**config.mk**
```make
export PLATFORM = sky130hd
export DESIGN_NAME = regfile_clr_flat
export DESIGN_NICKNAME = d
export VERILOG_FILES = /design/src/rtl/regfile_pkg.sv /design/src/rtl/regfile_clr_if.sv /design/src/rtl/regfile_sweep.sv /design/src/rtl/regfile_clr.sv /design/src/flat_wrapper.sv
export SDC_FILE = /design/constraint.sdc
export NUM_CORES = 1
export LEC_CHECK = 0
export CORE_ASPECT_RATIO = 1.75
export CORE_MARGIN = 4
export CORE_UTILIZATION = 54
export CTS_CLUSTER_DIAMETER = 100
export DETAILED_ROUTE_END_ITERATION = 10
export HOLD_SLACK_MARGIN = 0.08
export PLACE_DENSITY = 0.85
export RECOVER_POWER = 25
export SLEW_MARGIN = 20
export SYNTH_ARGS = -nofsm -noshare
export SYNTH_HDL_FRONTEND = slang
export SYNTH_SLANG_ARGS = --single-unit
```
**constraint.sdc**
```tcl
create_clock -name clk -period 4.5 [get_ports clk]
set_input_delay 1.35 -clock clk [delete_from_list [all_inputs] [get_ports clk]]
set_output_delay 1.35 -clock clk [all_outputs]
set_load 0.01 [all_outputs]
```
**src/rtl/regfile_pkg.sv**
```systemverilog
// Shared types and constants for the clearable register file.
// Optional feature macro: REGFILE_CLR_BYPASS_EN (write-to-read forwarding).
package regfile_pkg;

  localparam int unsigned DefaultWidth = 8;
  localparam int unsigned DefaultAw    = 4;

  typedef enum logic [0:0] {
    StIdle,
    StSweep
  } sweep_state_e;

  // Register 0 is hardwired when zero_reg is set, so the sweep can skip it.
  function automatic int unsigned sweep_start(int unsigned zero_reg);
    return (zero_reg != 0) ? 1 : 0;
  endfunction

endpackage

```
**src/rtl/regfile_clr_if.sv**
```systemverilog
// Decoder/datapath-facing bus of the clearable register file.
interface regfile_clr_if
  import regfile_pkg::*;
#(
  parameter int unsigned WIDTH = DefaultWidth,
  parameter int unsigned AW    = DefaultAw
);

  logic             we3;
  logic [AW-1:0]    wa3;
  logic [WIDTH-1:0] wd3;
  logic [AW-1:0]    ra1;
  logic [AW-1:0]    ra2;
  logic [WIDTH-1:0] rd1;
  logic [WIDTH-1:0] rd2;
  logic             clr_req;
  logic             busy;
  logic             wr_drop;

  modport master (
    output we3, wa3, wd3, ra1, ra2, clr_req,
    input  rd1, rd2, busy, wr_drop
  );

  modport slave (
    input  we3, wa3, wd3, ra1, ra2, clr_req,
    output rd1, rd2, busy, wr_drop
  );

endinterface

```
**src/rtl/regfile_sweep.sv**
```systemverilog
// Sweep-clear controller: FSM, clear pointer, busy and dropped-write flags.
module regfile_sweep
  import regfile_pkg::*;
#(
  parameter int unsigned AW       = DefaultAw,
  parameter int unsigned ZERO_REG = 1
) (
  input  logic          clk,
  input  logic          reset,
  input  logic          clr_req,
  input  logic          we3,
  input  logic [AW-1:0] wa3,
  output logic          busy,
  output logic          wr_drop,
  output logic          sweep_we,
  output logic [AW-1:0] sweep_addr
);

  localparam logic [AW-1:0] Start = AW'(sweep_start(ZERO_REG));
  localparam logic [AW-1:0] Last  = {AW{1'b1}};

  sweep_state_e  state_q;
  logic [AW-1:0] ptr_q;
  logic          busy_q;
  logic          drop_q;
  logic          zero_target;

  // Writes to a hardwired register 0 vanish without being reported as drops.
  assign zero_target = (ZERO_REG != 0) && (wa3 == '0);

  always_ff @(posedge clk or posedge reset) begin
    if (reset) begin
      state_q <= StIdle;
      ptr_q   <= '0;
      busy_q  <= 1'b0;
      drop_q  <= 1'b0;
    end else begin
      drop_q <= 1'b0;
      unique case (state_q)
        StIdle: begin
          if (clr_req) begin
            state_q <= StSweep;
            ptr_q   <= Start;
            busy_q  <= 1'b1;
          end
        end
        StSweep: begin
          drop_q <= we3 && !zero_target;
          ptr_q  <= ptr_q + AW'(1);
          if (ptr_q == Last) begin
            state_q <= StIdle;
            busy_q  <= 1'b0;
          end
        end
      endcase
    end
  end

  assign busy       = busy_q;
  assign wr_drop    = drop_q;
  assign sweep_we   = busy_q;
  assign sweep_addr = ptr_q;

endmodule

```
**src/rtl/regfile_clr.sv**
```systemverilog
// Two-read/one-write register file with sweep clear and async reset.
// Optional feature macro: REGFILE_CLR_BYPASS_EN (write-to-read forwarding).
module regfile_clr
  import regfile_pkg::*;
#(
  parameter int unsigned WIDTH    = DefaultWidth,
  parameter int unsigned AW       = DefaultAw,
  parameter int unsigned ZERO_REG = 1
) (
  input logic          clk,
  input logic          reset,
  regfile_clr_if.slave bus
);

  localparam int unsigned DEPTH = 2 ** AW;

  logic [WIDTH-1:0] mem [DEPTH];
  logic             busy;
  logic             sweep_we;
  logic [AW-1:0]    sweep_addr;
  logic             user_we;

  regfile_sweep #(
    .AW       (AW),
    .ZERO_REG (ZERO_REG)
  ) u_sweep (
    .clk        (clk),
    .reset      (reset),
    .clr_req    (bus.clr_req),
    .we3        (bus.we3),
    .wa3        (bus.wa3),
    .busy       (busy),
    .wr_drop    (bus.wr_drop),
    .sweep_we   (sweep_we),
    .sweep_addr (sweep_addr)
  );

  assign bus.busy = busy;
  assign user_we  = bus.we3 && !busy && !((ZERO_REG != 0) && (bus.wa3 == '0));

  // Sweep owns the write port while busy; user writes are dropped then.
  always_ff @(posedge clk or posedge reset) begin
    if (reset) begin
      for (int i = 0; i < DEPTH; i++) begin
        mem[i] <= '0;
      end
    end else if (sweep_we) begin
      mem[sweep_addr] <= '0;
    end else if (user_we) begin
      mem[bus.wa3] <= bus.wd3;
    end
  end

  always_comb begin
    bus.rd1 = mem[bus.ra1];
    bus.rd2 = mem[bus.ra2];
    if ((ZERO_REG != 0) && (bus.ra1 == '0)) bus.rd1 = '0;
    if ((ZERO_REG != 0) && (bus.ra2 == '0)) bus.rd2 = '0;
`ifdef REGFILE_CLR_BYPASS_EN
    if (user_we && (bus.wa3 == bus.ra1)) bus.rd1 = bus.wd3;
    if (user_we && (bus.wa3 == bus.ra2)) bus.rd2 = bus.wd3;
`endif
  end

endmodule

```
**src/flat_wrapper.sv**
```systemverilog
// flat-port wrapper written by rule: the top's interface ports become plain ports
module regfile_clr_flat import regfile_pkg::*;
#(
  parameter int unsigned WIDTH    = DefaultWidth,
  parameter int unsigned AW       = DefaultAw,
  parameter int unsigned ZERO_REG = 1
)
  (clk, reset, bus_we3, bus_wa3, bus_wd3, bus_ra1, bus_ra2, bus_clr_req, bus_rd1, bus_rd2, bus_busy, bus_wr_drop);
  regfile_clr_if #(.WIDTH(WIDTH), .AW(AW)) bus_i ();
  input logic clk;
  input logic reset;
  input wire logic [$bits(bus_i.we3)-1:0] bus_we3;
  input wire logic [$bits(bus_i.wa3)-1:0] bus_wa3;
  input wire logic [$bits(bus_i.wd3)-1:0] bus_wd3;
  input wire logic [$bits(bus_i.ra1)-1:0] bus_ra1;
  input wire logic [$bits(bus_i.ra2)-1:0] bus_ra2;
  input wire logic [$bits(bus_i.clr_req)-1:0] bus_clr_req;
  output wire logic [$bits(bus_i.rd1)-1:0] bus_rd1;
  output wire logic [$bits(bus_i.rd2)-1:0] bus_rd2;
  output wire logic [$bits(bus_i.busy)-1:0] bus_busy;
  output wire logic [$bits(bus_i.wr_drop)-1:0] bus_wr_drop;
  assign bus_i.we3 = bus_we3;
  assign bus_i.wa3 = bus_wa3;
  assign bus_i.wd3 = bus_wd3;
  assign bus_i.ra1 = bus_ra1;
  assign bus_i.ra2 = bus_ra2;
  assign bus_i.clr_req = bus_clr_req;
  assign bus_rd1 = bus_i.rd1;
  assign bus_rd2 = bus_i.rd2;
  assign bus_busy = bus_i.busy;
  assign bus_wr_drop = bus_i.wr_drop;
  regfile_clr #(.WIDTH(WIDTH), .AW(AW), .ZERO_REG(ZERO_REG)) u_core (.clk(clk), .reset(reset), .bus(bus_i));
endmodule
```
-- Word level (Yosys, flattened, before mapping)
Cells that the tools add are included.
- register bits after elaboration: 135
- input port bits: 24
- output and inout port bits: 18
- word-level logic and storage cells: 73
- add/subtract/negate cells: 1
- magnitude comparators: 6
- equality and inequality tests: 3
- mux-type cells: 24
- bitwise gates (word level): 7
- reductions and logical operators: 12
- operators by type and width (kind ; count):
    128-bit two-way mux ; 2
    128-bit AND ; 1
    128-bit bitwise mux ; 1
    128-bit inverter ; 1
    8-bit binary-select mux with 4-bit select ; 2
    8-bit demux with 4-bit select ; 2
    8-bit two-way mux ; 8
    5-bit greater-or-equal comparator, second input constant ; 4
    4-bit inverter with 5-bit output ; 4
    4-bit logical NOT ; 3
    5-bit by 1-bit < comparator with 1-bit output, second input constant ; 2
    4-bit case mux with 2 select lines ; 1
    1-bit logical AND ; 5
    1-bit two-way mux ; 5
    4-bit by 1-bit adder with 4-bit output, second input constant ; 1
    4-bit == test, second input constant ; 1
    4-bit two-way mux ; 1
    1-bit case mux with 2 select lines ; 2
    1-bit logical NOT ; 2
    2-bit by 1-bit != test with 1-bit output, second input constant ; 1
    2-bit != test, second input constant ; 1
    2-bit AND reduction ; 1
    2-bit nonzero test ; 1
    1-bit inverter ; 1

-- Depth between registers and ports, before layout
Gate-level depths: netlist of the first run.
- word-level depth: 8
- mapped depth: 7

-- Modules after synthesis
Synthesis of the first run repeated with hierarchy kept, for this count alone.
- cells, all modules: 504
- area total of the unflattened synthesis: 6760.2 um^2
- modules (own cells, without submodules) (module ; instances ; cells each ; area each (um^2) ; seq. area each (um^2)):
    regfile_clr ; 1 ; 472 ; 6421.2 ; 3002.9
    regfile_sweep ; 1 ; 32 ; 339.1 ; 175.2

-- Worst setup path before layout of the first run
Ideal clock, no wire load.
- path kind: input to output
- from: input port bus_ra1[1]
- to: output port bus_rd1[0]
- arrival: 2487 ps
- slack: 663 ps
- stages on the path: 7
- path through: buf_4 -> buf_2 -> buf_2 -> mux2i_1 -> nand2_1 -> nand4_1 -> o21ai_0
- longest elaborated chain between the ends: 5
- elaborated cells between the ends (all ways): 6
- classes of those cells: 4 x mux; 1 x bitwise; 1 x reduce/logical
- RTL lines (element ; line ; RTL):
    from (decl) ; flat_wrapper.sv:15 ; input wire logic [$bits(bus_i.ra1)-1:0] bus_ra1;
    4-bit inverter with 5-bit output (not written as such) ; regfile_clr.sv:55 ; bus.rd1 = mem[bus.ra1];
    8-bit binary-select mux with 4-bit select ; regfile_clr.sv:55 ;
    8-bit two-way mux (not written as such) (2 in a row) ; regfile_clr.sv:55 ;
    8-bit two-way mux (*) ; regfile_clr.sv:57 ; if ((ZERO_REG != 0) && (bus.ra1 == '0)) bus.rd1 = '0;
    to (decl) ; flat_wrapper.sv:18 ; output wire logic [$bits(bus_i.rd1)-1:0] bus_rd1;
Mark *: on every way between the ends. The rest lies on a longest branch, timed or not. The select of a mux whose other input is x is not followed.

-- Worst setup path in the final report of the first run
- from: input port bus_ra2[0]
- to: output port bus_rd2[1]
- longest elaborated chain between the ends: 5
- elaborated cells between the ends (all ways): 6
- classes of those cells: 4 x mux; 1 x bitwise; 1 x reduce/logical
- RTL lines (element ; line ; RTL):
    from (decl) ; flat_wrapper.sv:16 ; input wire logic [$bits(bus_i.ra2)-1:0] bus_ra2;
    4-bit inverter with 5-bit output (not written as such) ; regfile_clr.sv:56 ; bus.rd2 = mem[bus.ra2];
    8-bit binary-select mux with 4-bit select ; regfile_clr.sv:56 ;
    8-bit two-way mux (not written as such) (2 in a row) ; regfile_clr.sv:56 ;
    8-bit two-way mux (*) ; regfile_clr.sv:58 ; if ((ZERO_REG != 0) && (bus.ra2 == '0)) bus.rd2 = '0;
    to (decl) ; flat_wrapper.sv:19 ; output wire logic [$bits(bus_i.rd2)-1:0] bus_rd2;
Marked as above.

==> metrics.md, run 1 <==
| Metric | Value |
|---|---|
| Worst Setup End Kind | primary output |
| Top post-synthesis cells by area | dfrtp_1 (46%), a22o_1 (15%), mux2i_1 (12%) |
| Yosys warnings | 0 |
| Largest net degree at the start of global routing | 50 |
| CP Buf/Inv Count | 3 |
| Max-Cap Viols | 1 |
| Crit path to | bus_rd2[1] |
| Synth top area share | 0.461 |
| Area grow syn2layout | 20.1% |
| Slew @ Worst Pin | approximately 1.6 ns |
| Total grt overflow | 0 |
| Synth Cell Area | ~0.0069 sq mm |
| Clock slew at reported path FFs | ~0.060 ns |
| Post-synth ARST share | 1.00 |
| CTS Sinks | around 130 |
| Setup ws final | roughly 0.023 ns |
| Top-Level Pins | 42 |
| Routed WL per cell | a little under 30 um |
| Critical path type | primary input to primary output |
| Slew headroom | -0.0934 |
| Crit Reg-Reg Startpoint | u_core.u_sweep.busy |
| Post-synth EDFFs | 0 |
| RSZ-0062 raised after global routing | false |
| CP Launch Point | bus_ra2[0] |
| Pwr dens | 632 mW/mm^2 |
| First-pass GRT wire length | 36.0 mm |
| Vias in the first global route | ~6000 |
| Most frequent cells after synthesis | dfrtp_1 (127), a22o_1 (120), mux2i_1 (86), nand2_1 (38), clkbuf_1 (22) |
| Area leader, netlist | dfrtp_1 |
| Crit-path max FO | 10 |
| HPWL Detailed | between 15 and 20 mm |
| Crit path max-delay family | buffers and inverters |
| Mean Syn Cell Area | 11.7 sq um |
| Post-Place Worst Slack | -0.292 ns |
| Gp weighted congestion | 1.01 |
| Total number of vias | roughly 5800 |
| Type of the tightest min-delay check | flip-flop to flip-flop |
| Failing checks | capacitance limit, slew limit |
| Worst IR drop on VDD | 332 uV |
| DRT Pass-1 Iters | 5 |
| Die Footprint | approximately 0.015 sq mm |
| Fin. Hold Viols | 0 |
| CORE AREA | 0.0125 sq mm |
| Yosys cell types | 41 |
| Type of origin of the critical path | primary input |
| Layout Utilization | 0.662 |
| # DRC | 0 |
| DR iter-0 viols | 573 |
| Pins Over Slew Limit | 36 |
| IO Port Bufs | roughly 40 |
| Initial core utilization | 0.551 |
| Post-synthesis sequential area ratio | 0.461 |
| Initial antenna violation count | 0 |
| CP required | approximately 3.2 ns |
| Worst skew pair latency | 0.43 ns |
| Max stage delay on crit path | around 0.48 ns |
| Static Leak | 3.90 nW |
| Worst path slowest cell | clkdlybuf4s50_1 |
| Root buf cell | clkbuf_16 |
| FF+latch count, synth | between 100 and 150 |
| Site Rows | 54 |
| Reg2reg end | u_core.mem[111] |
| F_max | ~0.22 GHz |
| # hold bufs at CTS | 0 |
| Wirelength, routed | about 24 mm |
| R2r setup slk | between 2 and 2.5 ns |
| FF-to-FF path depth | 4 |
| Height of the chip | between 150 and 200 um |
| TritonCTS buffer count | 17 |
| Total power | 5.23 mW |
| CTS max path bufs | 2 |
| Final setup fails | 0 |
| Mean number of vias per cell | ~7 |
| Final clock skew | roughly 0.012 ns |
| Arr. time, crit path | ~3.1 ns |
| WP depth | 7 |
| Final Critical Period | 4.48 ns |
| Status | finished, violations left |
| Layout net count | 673 |
| Total GRT Usage | 0.337 |
| Mapped Cells | ~590 |
| Die X | 93.4 um |
| ANT nets after route | 0 |
| # H-tree levels | 4 |
| Clock tree from TritonCTS | done |
| Predominant post-synthesis flop cell | dfrtp_1 |
| Syn_nets | about 620 |
| Layout cell share with drive strength beyond 1 | 0.192 |
| Critical-path cell list | clkdlybuf4s50_1 > buf_6 > nand2b_2 > o22ai_1 > a221oi_1 > o21ai_0 > dlygate4sd2_1 |
| Count leader, synth | dfrtp_1 |
| Fin crit share | 0.995 |
[worst register-to-register path, delay by kind of cell (launching register included)]
family / cells / cell delay, ns
AO/OA/AOI/OAI: 2 / 0.66
flip-flops: 1 / 0.45
AND/OR/NAND/NOR: 2 / 0.94
[area by class of cell]
type                       instances  area [sq um]
clock buffer                      18           439
inverter                           6          23.8
multi-input combinational        413          3510
timing repair buffer              78           767
antenna                            1          2.50
fill                             979          4220
sequential                       127          3180
tap                              168           210
clock inverter                    14           149
[worst min path at each step]
stage,slack (ns),end,startpoint,cells after the start
after floorplan,0.48,u_core.mem[32],u_core.mem[32],1
after global placement,0.50,u_core.mem[33],u_core.mem[33],1
after detailed placement,0.50,u_core.mem[36],u_core.mem[36],1
after CTS,0.52,u_core.mem[36],u_core.mem[36],1
after global routing,0.54,u_core.mem[36],u_core.mem[36],1
final,0.52,u_core.mem[52],u_core.mem[52],1
[kinds of logic after synthesis]
group,count (synthesis),synth area share
xor+xnor,1,0.00127
buf+inv,51,0.0347
compound gates,203,0.235
flops,127,0.461
mux,108,0.174
simple gates,95,0.0835
fa+ha+maj,6,0.0109
[metrics by stage]
stage / setup TNS, ns / cell area [sq um] / hold WS, ns / cells
floorplan: 0 / 6900 / 0.477 / 591
global placement: -3.55 / 7670 / 0.500 / 791
detailed placement: -3.98 / 7670 / 0.501 / 791
CTS: 0 / 8260 / 0.522 / 823
global route: 0 / 8270 / 0.537 / 824
finish: 0 / 8280 / 0.522 / 825
[what timing repair did]
item,in CTS,in global routing
gates resized for setup,27,7
pin swaps,1,0
setup endpoints to repair,16,7
gates cloned,0,0
buffers inserted,0,1
[power breakdown]
part           switching, mW  internal (mW)
Sequential             0.549           1.65
Clock                  0.570          0.791
Combinational          0.831          0.837
Total                   1.95           3.28
[sequential cells by signal, indices dropped and copies added, names as in the netlist]
register,count
u_core.u_sweep.busy,1
u_core.u_sweep.sweep_addr,4
u_core.u_sweep.wr_drop,1
u_core.mem,120
u_core.u_sweep.state_q,1
[routing by layer]
layer | wire (um) | global-route usage
met5 | 0 | 0
met4 | 2030 | 0.270
met3 | 1560 | 0.0483
met2 | 11600 | 0.542
met1 | 8630 | 0.397
[layout by cell type (no fill, tap or decap), drive strengths merged, types with 8 or more instances in the layout]
| cell | count |
|---|---|
| dfrtp | 127 |
| clkbuf | 19 |
| o22ai | 17 |
| nand2 | 38 |
| a221oi | 14 |
| clkdlybuf4s50 | 17 |
| nand4 | 12 |
| mux2i | 86 |
| buf | 38 |
| inv | 11 |
| mux4 | 8 |
| a22o | 120 |
| a22oi | 12 |
| a21oi | 19 |
| dlygate4sd2 | 15 |
| nor2 | 18 |
| o21ai | 16 |
| mux2 | 14 |
(Power assumes the default switching activity.)
==> run 2, diff against run 1 <==
--- a/config.mk
+++ b/config.mk
@@ -7,13 +7,14 @@
 export LEC_CHECK = 0
 export CORE_ASPECT_RATIO = 1.75
 export CORE_MARGIN = 4
-export CORE_UTILIZATION = 54
+export CORE_UTILIZATION = 60
 export CTS_CLUSTER_DIAMETER = 100
 export DETAILED_ROUTE_END_ITERATION = 10
 export HOLD_SLACK_MARGIN = 0.08
-export PLACE_DENSITY = 0.85
+export PLACE_DENSITY = 0.89
 export RECOVER_POWER = 25
 export SLEW_MARGIN = 20
 export SYNTH_ARGS = -nofsm -noshare
 export SYNTH_HDL_FRONTEND = slang
+export SYNTH_HIERARCHICAL = 1
 export SYNTH_SLANG_ARGS = --single-unit
==> constraint.sdc (replaced) <==
create_clock -name clk -period 4.8 [get_ports clk]
set_input_delay 1.44 -clock clk [delete_from_list [all_inputs] [get_ports clk]]
set_output_delay 1.44 -clock clk [all_outputs]
set_load 0.01 [all_outputs]
==> metrics.md, run 2 <==
| Metric | Value |
|---|---|
| Status | finished, violations left |
| Failing checks | capacitance limit, slew limit |
| Layout cell share with drive strength beyond 1 | 0.282 (+0.0897) |
| Die Footprint | 0.0131 sq mm (-11%) |
| Mean Syn Cell Area | 13.4 sq um (+15%) |
| Routed WL per cell | 31.8 um (+10%) |
| Type of origin of the critical path | primary input |
| Layout net count | 595 (-12%) |
| Worst path slowest cell | clkdlybuf4s50_1 |
| Max FFs per register | 120 (unchanged) |
| # DRC | 0 (unchanged) |
| Gp weighted congestion | 0.981 (-2.8%) |
| Crit path top cell by count | mux4_2 |
| Synth top area share | 0.470 (+0.00905) |
| CTS max path bufs | 2 (unchanged) |
| Fin crit share | 0.995 |
| DP Area | 0.00758 sq mm (-1.2%) |
| Clock slew at reported path FFs | 0.05 ns (about the same) |
| CTS Sinks | 127 (unchanged) |
| Pwr dens | 450 mW/mm^2 (-29%) |
| Mapped Cells | 504 (-15%) |
| Vias in the first global route | 6057 (+1.1%) |
| Area grow syn2layout | 21.4% |
| Most frequent cells after synthesis | dfrtp_1 (127), a22o_1 (121), mux4_2 (53), nand2_1 (32), clkbuf_1 (17) |
| Layout Utilization | 0.739 (+0.0772) |
| CP Buf/Inv Count | 3 (unchanged) |
| Predominant post-synthesis flop cell | dfrtp_1 |
| Worst skew pair latency | 0.42 ns (about the same) |
| Max stage delay on crit path | 0.49 ns (about the same) |
| Antenna cells | 0 (-1) |
| Max-Cap Viols | 1 (unchanged) |
| Top-Level Pins | 42 (unchanged) |
| # H-tree levels | 4 (unchanged) |
| FF+latch count, synth | 127 (unchanged) |
| Wirelength, routed | 22.7 mm (-4.5%) |
| TritonCTS buffer count | 17 (unchanged) |
| Top post-synthesis cells by area | dfrtp_1 (47%), mux4_2 (18%), a22o_1 (16%) |
| Most common cell after layout, fill and taps aside | dfrtp_1 |
| CORE AREA | 0.0111 sq mm (-11%) |
| Site Rows | 51 (-5.6%) |
| Largest net degree at the start of global routing | 72 (+44%) |
| TNS Setup | 0 ns (unchanged) |
| Clock tree from TritonCTS | done |
| Post-synth EDFFs | 0 (unchanged) |
| CP required | 3.36 ns (+0.21 ns) |
| IO Port Bufs | 41 (unchanged) |
| First-pass GRT wire length | 35.4 mm (-1.5%) |
| Critical path type | primary input to primary output |
| Initial core utilization | 0.609 (+0.0574) |
| Synth Cell Area | 0.00676 sq mm (-1.9%) |
| Slew @ Worst Pin | 2.23 ns (+0.597 ns) |
| Setup ws final | 0.0238 ns (+0.00133 ns) |
| Post-synth ARST share | 1.00 (unchanged) |
| Yosys cell types | 42 (+2.4%) |
| RSZ-0062 raised after global routing | false |
| Worst Setup End Kind | primary output |
| Arr. time, crit path | 3.34 ns (+0.21 ns) |
| Initial antenna violation count | 0 (unchanged) |
| # hold bufs at CTS | 0 (unchanged) |
| HPWL Detailed | 14.3 mm (-17%) |
| ANT nets after route | 0 (unchanged) |
| Type of the tightest min-delay check | flip-flop to flip-flop |
| Fin area | 0.00821 sq mm (-0.82%) |
| F_max | 0.209 GHz |
| Die X | 88.2 um (-5.5%) |
| Total number of vias | 5745 (-0.49%) |
| Post-Place Worst Slack | -0.288 ns (+0.00422 ns) |
| Count leader, synth | dfrtp_1 |
| Mean number of vias per cell | 8.05 (+15%) |
| Worst IR drop on VDD | 371 uV (+12%) |
| Final Critical Period | approximately 4.8 ns |
| DR iter-0 viols | 856 (+49%) |
| Static Leak | 3.66 nW (-5.9%) |
| Slew headroom | -0.493 (-0.400) |
| DRT Pass-1 Iters | 6 (+1) |
| Syn_nets | 529 (-15%) |
| # fillers | 690 (-30%) |
| Largest Register | u_core/mem |
| Commonest cells after routing, fill and taps aside | dfrtp_1 (127), a22o_1 (121), mux4_2 (53), nand2_1 (32), buf_4 (32) |
| Critical-path cell list | clkdlybuf4s15_2 > buf_4 > mux4_2 > mux4_2 > clkdlybuf4s50_1 |
| Post-synthesis sequential area ratio | 0.470 (+0.00905) |
| Fin. Hold Viols | 0 (unchanged) |
| Area leader, netlist | dfrtp_1 |
| Root buf cell | clkbuf_16 |
| Total grt overflow | 0 (unchanged) |
| Yosys warnings | 6 (+6) |
| Pins Over Slew Limit | 51 (+42%) |
| Height of the chip | 148 um (-5.7%) |
| Crit-path max FO | 9 (-1) |
| Crit path max-delay family | buffers and inverters |
| Final clock skew | 0.00752 ns (-0.00410 ns) |
| Total GRT Usage | 0.372 (+0.0349) |
| Final setup fails | 0 (unchanged) |
[run 2: cell families (layout without fill, tap and decap cells)]
| group | Yosys count | in the layout | synth area share |
|---|---|---|---|
| buffers and inverters | 41 | 119 | 0.0283 |
| multiplexers | 83 | 83 | 0.224 |
| AND/OR/NAND/NOR | 80 | 80 | 0.0703 |
| adder cells (fa/ha/maj) | 1 | 1 | 0.00185 |
| flip-flops | 127 | 127 | 0.470 |
| AO/OA/AOI/OAI | 172 | 172 | 0.206 |
[run 2: area by class of cell]
class                   count  area [sq um]  share of cell area
multi-input cells         336          3420               0.416
flip-flops and latches    127          3180               0.387
repair buffers             84           846               0.103
clock buffers              25           505              0.0616
well taps                 132           165              0.0201
clock inverters             6          80.1             0.00976
inverters                   4          16.3             0.00198
[run 2: power by group]
part           switching (mW)  total [mW]  leakage (nW)  internal [mW]
logic                   0.453       0.894          1.63          0.441
clock network           0.452        1.28         0.293          0.826
registers               0.241        1.52          1.74           1.28
total                    1.15        3.69          3.66           2.54
[run 2: path summary, 6_finish.rpt]
kind / startpoint / endpoint / slack, ns / cells after the start
worst min-delay path: u_core/mem[2] / u_core/mem[2] / 0.52 / 1
min in group asynchronous: reset / u_core/u_sweep/wr_drop / 1.44 / 2
worst min register to register: u_core/mem[2] / u_core/mem[2] / 0.52 / 1
max in group asynchronous: reset / u_core/mem[53] / 0.80 / 3
worst max register to register: u_core/u_sweep/busy / u_core/mem[54] / 2.37 / 5
worst max-delay path: bus_ra2[3] / bus_rd2[7] / 0.02 / 5
[run 2: per-stage QoR]
stage                     hold slack [ns]  cells  power [mW]
after detailed placement            0.507    682        2.37
final                               0.523    714        3.69
after floorplan                     0.477    504        2.00
after CTS                           0.520    714        3.64
after global placement              0.495    682        2.31
after global routing                0.531    714        3.82
[run 2: timing repair]
item / CTS / global route
buffers inserted: 0 / 0
resized for setup: 23 / 6
cloned: 1 / 0
setup endpoints to repair: 16 / 5
[run 2: metal layers]
metal  routed length [um]  track usage  vias to the layer above
li1                     -            -                     2187
met1                 7250        0.453                     2829
met2                10600        0.554                      535
met3                 2640        0.104                      194
met4                 2210        0.276                        0
met5                    0            0                        -
==> RTL edit 1 (settings of run 2) <==
`DefaultWidth`: 8 -> 12.
--- a/src/rtl/regfile_pkg.sv
+++ b/src/rtl/regfile_pkg.sv
@@ -2,7 +2,7 @@
 // Optional feature macro: REGFILE_CLR_BYPASS_EN (write-to-read forwarding).
 package regfile_pkg;
 
-  localparam int unsigned DefaultWidth = 8;
+  localparam int unsigned DefaultWidth = 12;
   localparam int unsigned DefaultAw    = 4;
 
   typedef enum logic [0:0] {
Interface: changed (resized bus_rd1, bus_rd2 and bus_wd3); port bits go from 42 to 54. No check against the original RTL was run, so the function may have changed too.
==> RTL edit 1 against run 2 <==
- clock power up 11%
- area after synthesis up 47%
- sequential power up 41%
- sequential cell count up 61
- setup slack worse by 79 ps
- register-to-register slack better by 80 ps
- cell area up 43%
- total power up 32%
- via count up 47%
- the run ends with capacitance limit, slew limit, setup timing left
- utilization down 2.3 points
- wire length up 53%
==> RTL edit 1: results (changes against run 2) <==
[metrics] share of synthesized area spent on multiplexers: 21.0% (-1.3 points)
[metrics] clock-pin slew reported for the worst setup and hold paths after clock tree synthesis: 70 ps (+20 ps)
[metrics] final-layout setup total negative slack: -67.1 ps (-67.1 ps)
[metrics] most used standard cells in the synthesized netlist: dfrtp_1 (188), a22o_1 (181), mux2i_1 (67)
[metrics] Crit-path slowest cell: mux4_2
[metrics] Synth Area in Compound Gates: 23.6% (+3.0 points)
[metrics] leakage power: 5.33 nW (+46%)
[metrics] post-synthesis net count: 803 (+52%)
[metrics] start point of the worst min-delay path: u_core/mem[174]$_DFFE_PP0P_
[metrics] share of final-layout standard cells stronger than drive strength 1: 24.7% (-3.5 points)
[metrics] failing checks: capacitance limit, slew limit, setup timing
[metrics] total of buffers placed on input and output ports: 53 (+29%)
[metrics] Max-slew headroom: -14.1% (+35 points)
[metrics] detail-routed net length per standard cell: 32.4 um (+2.0%)
[metrics] slowest cell delay on critical path: 530 ps (+40 ps)
[metrics] max-capacitance violation count: 1 (unchanged)
[metrics] number of global-route vias before repair: 8730 (+44%)
[metrics] instance area at placement: 11100 sq um (+46%)
[metrics] sequential area share after synthesis: 47.4% (+0.34 points)
[metrics] Net count, final: 863 (+45%)
[metrics] final number of max-transition violations: 38 (-25%)
[metrics] worst skew pair latency: 440 ps (+20 ps)
[metrics] Setup-failing EPs final: 2 (+2)
[metrics] cells taking the most area after synthesis: dfrtp_1 (47%), a22o_1 (16%), mux4_2 (12%), mux2i_1 (6.8%), a21oi_1 (2.8%)
[metrics] proportion of register bits with asynchronous set or reset after synthesis: 100% (unchanged)
[metrics] Post-Syn Instances: 774 (+54%)
[metrics] detailed placement HPWL: 22300 um (+56%)
[metrics] first drt pass iteration count: 9 (+3)
[metrics] run status: finished with violations
[metrics] reg2reg end: u_core/mem[13]$_DFFE_PP0P_
[metrics] share of synthesized cell area in full adder, half adder and majority cells: 0.126% (-0.059 points)
[metrics] total of cells resized after clock tree synthesis: 10 (-57%)
[metrics] launch point of the critical path: bus_ra2[0]
[metrics] vias post-DR: 8436 (+47%)
[metrics] final cell count without fillers: 1071 (+50%)
[metrics] end point of the critical path: bus_rd2[10]
[metrics] Max Clock Skew: 8.24 ps (+0.722 ps)
[metrics] Min-Delay Endpoint: u_core/mem[174]$_DFFE_PP0P_
[metrics] WP data arrival: 3420 ps (+80 ps)
[metrics] max reg flops: 181 (+51%)
[metrics] global-route wire length before repair: 52700 um (+49%)
[metrics] count of routing violations after the opening detailed-route iteration: 1231 (+44%)
[metrics] final critical-path setup slack: -55.3 ps (-79.2 ps)
[metrics] post-synthesis cell type count: 43 (+2.4%)
[metrics] switching power of the nets: 1.65 mW (+44%)
[metrics] pin count of the biggest net entering global routing: 68 (-5.6%)
## RTL edit 1: changes by cell type after synthesis, moves of 6 or more
cell / before / now
a21oi_1: 8 / 56
a221o_1: 0 / 21
a22o_1: 121 / 181
a22oi_1: 5 / 21
buf_2: 9 / 31
clkbuf_1: 17 / 46
dfrtp_1: 127 / 188
mux2_2: 15 / 24
mux2i_1: 15 / 67
nand2_1: 32 / 10
nor2_1: 11 / 17
nor2_2: 6 / 0
o21ai_0: 16 / 4
## RTL edit 1: power groups by stage
stage               Combinational, mW  Clock [mW]  Sequential (mW)
detailed placement               1.24           0             2.16
finish                           1.31        1.42             2.15
floorplan                       0.806           0             2.03
CTS                              1.26        1.43             2.14
global route                     1.36        1.51             2.18
global placement                 1.19           0             2.12
## RTL edit 1: cell families (layout without fill, tap and decap cells)
family          Yosys count  count (layout)
fa+ha+maj                 1               1
simple gates             58              58
mux                     142             142
compound gates          296             296
flops                   188             188
buf+inv                  89             162
## RTL edit 1: final cells by class
cell class / count / area [sq um] / share of cell area [%]
Clock buffer: 18 / 439 / 3.75
Clock inverter: 14 / 150 / 1.28
Inverter: 4 / 16.3 / 0.139
Multi-Input combinational cell: 497 / 4890 / 41.7
Sequential cell: 188 / 4700 / 40.1
Tap cell: 224 / 280 / 2.39
Timing Repair Buffer: 126 / 1240 / 10.6
## RTL edit 1: per-layer routing
| layer | GRT usage, % | routed length [um] |
|---|---|---|
| met5 | 0 | 0 |
| met4 | 31.0 | 3680 |
| met1 | 43.4 | 10600 |
| met3 | 9.53 | 4070 |
| met2 | 59.0 | 16400 |
## RTL edit 1: critical path: cells and delay by family
| family | cells | cell delay (ps) |
|---|---|---|
| buf+inv | 3 | 940 |
| mux | 2 | 880 |
| compound gates | 1 | 150 |
==> RTL edit 2 (config.mk and constraints of run 2) <==
Made on the original files. Reset style: synchronous (`reset`), changed in 2 clocked blocks. Comments in the files are not updated.
--- a/src/rtl/regfile_sweep.sv
+++ b/src/rtl/regfile_sweep.sv
@@ -28,7 +28,7 @@
   // Writes to a hardwired register 0 vanish without being reported as drops.
   assign zero_target = (ZERO_REG != 0) && (wa3 == '0);
 
-  always_ff @(posedge clk or posedge reset) begin
+  always_ff @(posedge clk) begin
     if (reset) begin
       state_q <= StIdle;
       ptr_q   <= '0;
--- a/src/rtl/regfile_clr.sv
+++ b/src/rtl/regfile_clr.sv
@@ -39,7 +39,7 @@
   assign user_we  = bus.we3 && !busy && !((ZERO_REG != 0) && (bus.wa3 == '0));
 
   // Sweep owns the write port while busy; user writes are dropped then.
-  always_ff @(posedge clk or posedge reset) begin
+  always_ff @(posedge clk) begin
     if (reset) begin
       for (int i = 0; i < DEPTH; i++) begin
         mem[i] <= '0;
Formal check against the unedited RTL: not equivalent (Yosys sat finds a counterexample within 4 cycles, from zero or initial values and one cycle with reset high; the reset may be asserted at any time).
==> RTL edit 2 against run 2 <==
- cell area increased by 5.4%
- register-to-register slack worse by 370 ps
- setup slack better by 15 ps
- first-iteration DRC count fell by 2.9%
- area after synthesis increased by 5.7%
- wire length shrank 0.35%
- synthesized cell count increased by 15%
- hold slack better by 91 ps
- non-clock buffer count grew 29
- utilization is 0.36 points higher
- sequential cell count stayed put
- critical endpoint unchanged
- largest cell class is now flip-flops and latches
Power is not compared: it rests on default switching activity, and its combinational part moved more than twofold at a synthesized area within 25%.
==> RTL edit 2: results (changes against run 2) <==
[metrics] WP data arrival: 3320 ps (-20 ps)
[metrics] post-synthesis cell type count: 55 (+31%)
[metrics] vias per std cell: 7.00 (-13%)
[metrics] global-route wire length before repair: 34100 um (-3.6%)
[metrics] Min-Delay Endpoint: u_core/u_sweep/wr_drop$_SDFF_PP0_
[metrics] start point of the worst min-delay path: u_core/u_sweep/state_q$_SDFF_PP0_
[metrics] count of cells along the worst register-to-register path: 6 (+1)
[metrics] maximum fanout along the worst path: 11 (+2)
[metrics] number of enable flip-flop cells after synthesis: 120 (+120)
[metrics] total routed wirelength: 22600 um (-0.35%)
[metrics] launch point of the critical path: bus_ra2[1]
[metrics] number of global-route vias before repair: 5893 (-2.7%)
[metrics] worst-case register-to-register setup slack: 2000 ps (-370 ps)
[metrics] Net count, final: 691 (+16%)
[metrics] FILL cells: 739 (+7.1%)
[metrics] detailed placement HPWL: 15800 um (+11%)
[metrics] final weighted congestion of routability-driven global placement: 0.971 (-1.0%)
[metrics] instance area at placement: 7940 sq um (+4.8%)
[metrics] instance count along the most critical hold path: 2 (+1)
[metrics] GRT Util Overall: 33.4% (-3.7 points)
[metrics] count of routing violations after the opening detailed-route iteration: 831 (-2.9%)
[metrics] reg2reg end: u_core/mem[15][2]$_SDFFCE_PN0P_
[metrics] proportion of register bits with asynchronous set or reset after synthesis: 0% (-100 points)
[metrics] Max Clock Skew: 5.53 ps (-1.99 ps)
[metrics] cells taking the most area after synthesis: edfxtp_1 (50%), mux4_2 (10%), nor2_1 (5.8%), mux2_2 (5.0%), mux2i_1 (3.1%)
[metrics] post-synthesis net count: 604 (+14%)
[metrics] run status: complete, no violations
[RTL edit 2: changes by cell type after synthesis, moves of 16 or more]
cell / change
dfrtp_1: -127
edfxtp_1: +120
a22o_1: -112
nor2_1: +99
mux4_2: -21
mux2_2: +17
and3_1: +16
[RTL edit 2: cell families after synthesis]
| kind of cell | synth area share (%) |
|---|---|
| AND/OR/NAND/NOR | 13.8 |
| multiplexers | 18.2 |
| flip-flops | 52.4 |
| adder cells (fa/ha/maj) | 0.175 |
| buffers and inverters | 4.40 |
| AO/OA/AOI/OAI | 11.0 |
[RTL edit 2: stage by stage]
step	util (%)	total power [mW]	std cells	setup slack [ps]
floorplan	-	1.53	579	413
global placement	68.2	1.70	772	-225
detailed placement	68.2	1.72	772	-259
CTS	73.9	3.02	806	11.0
global route	74.3	3.12	813	-9.17
finish	74.3	3.04	813	38.5
[RTL edit 2: repair_timing]
action                     in CTS  in global routing
gates cloned                    1                  0
setup endpoints to repair      16                 12
pin swaps                       0                  2
setup buffers                   2                  7
resized for setup              20                 15
hold endpoints to repair        0                  0
[RTL edit 2: metal layers]
metal  global-route usage, %  share of wire, %  up-vias
met4                    24.6               8.8        0
met1                    36.2                32     2732
li1                        -                 -     2395
met3                    7.31               8.7      136
met5                       0                 0        -
met2                    56.7                51      426
[RTL edit 2: layout make-up]
cell class / instances / area share (%)
sequential: 127 / 43.3
multi-input combinational: 395 / 36.0
timing repair buffer: 113 / 11.3
clock buffer: 17 / 4.92
clock inverter: 14 / 2.00
tap: 135 / 1.95
inverter: 12 / 0.521
[RTL edit 2: tightest hold or removal path: stages, from the launching register on]
cell	delay, ps
dfxtp_1	420
nand2_1	100
nor3_1	40
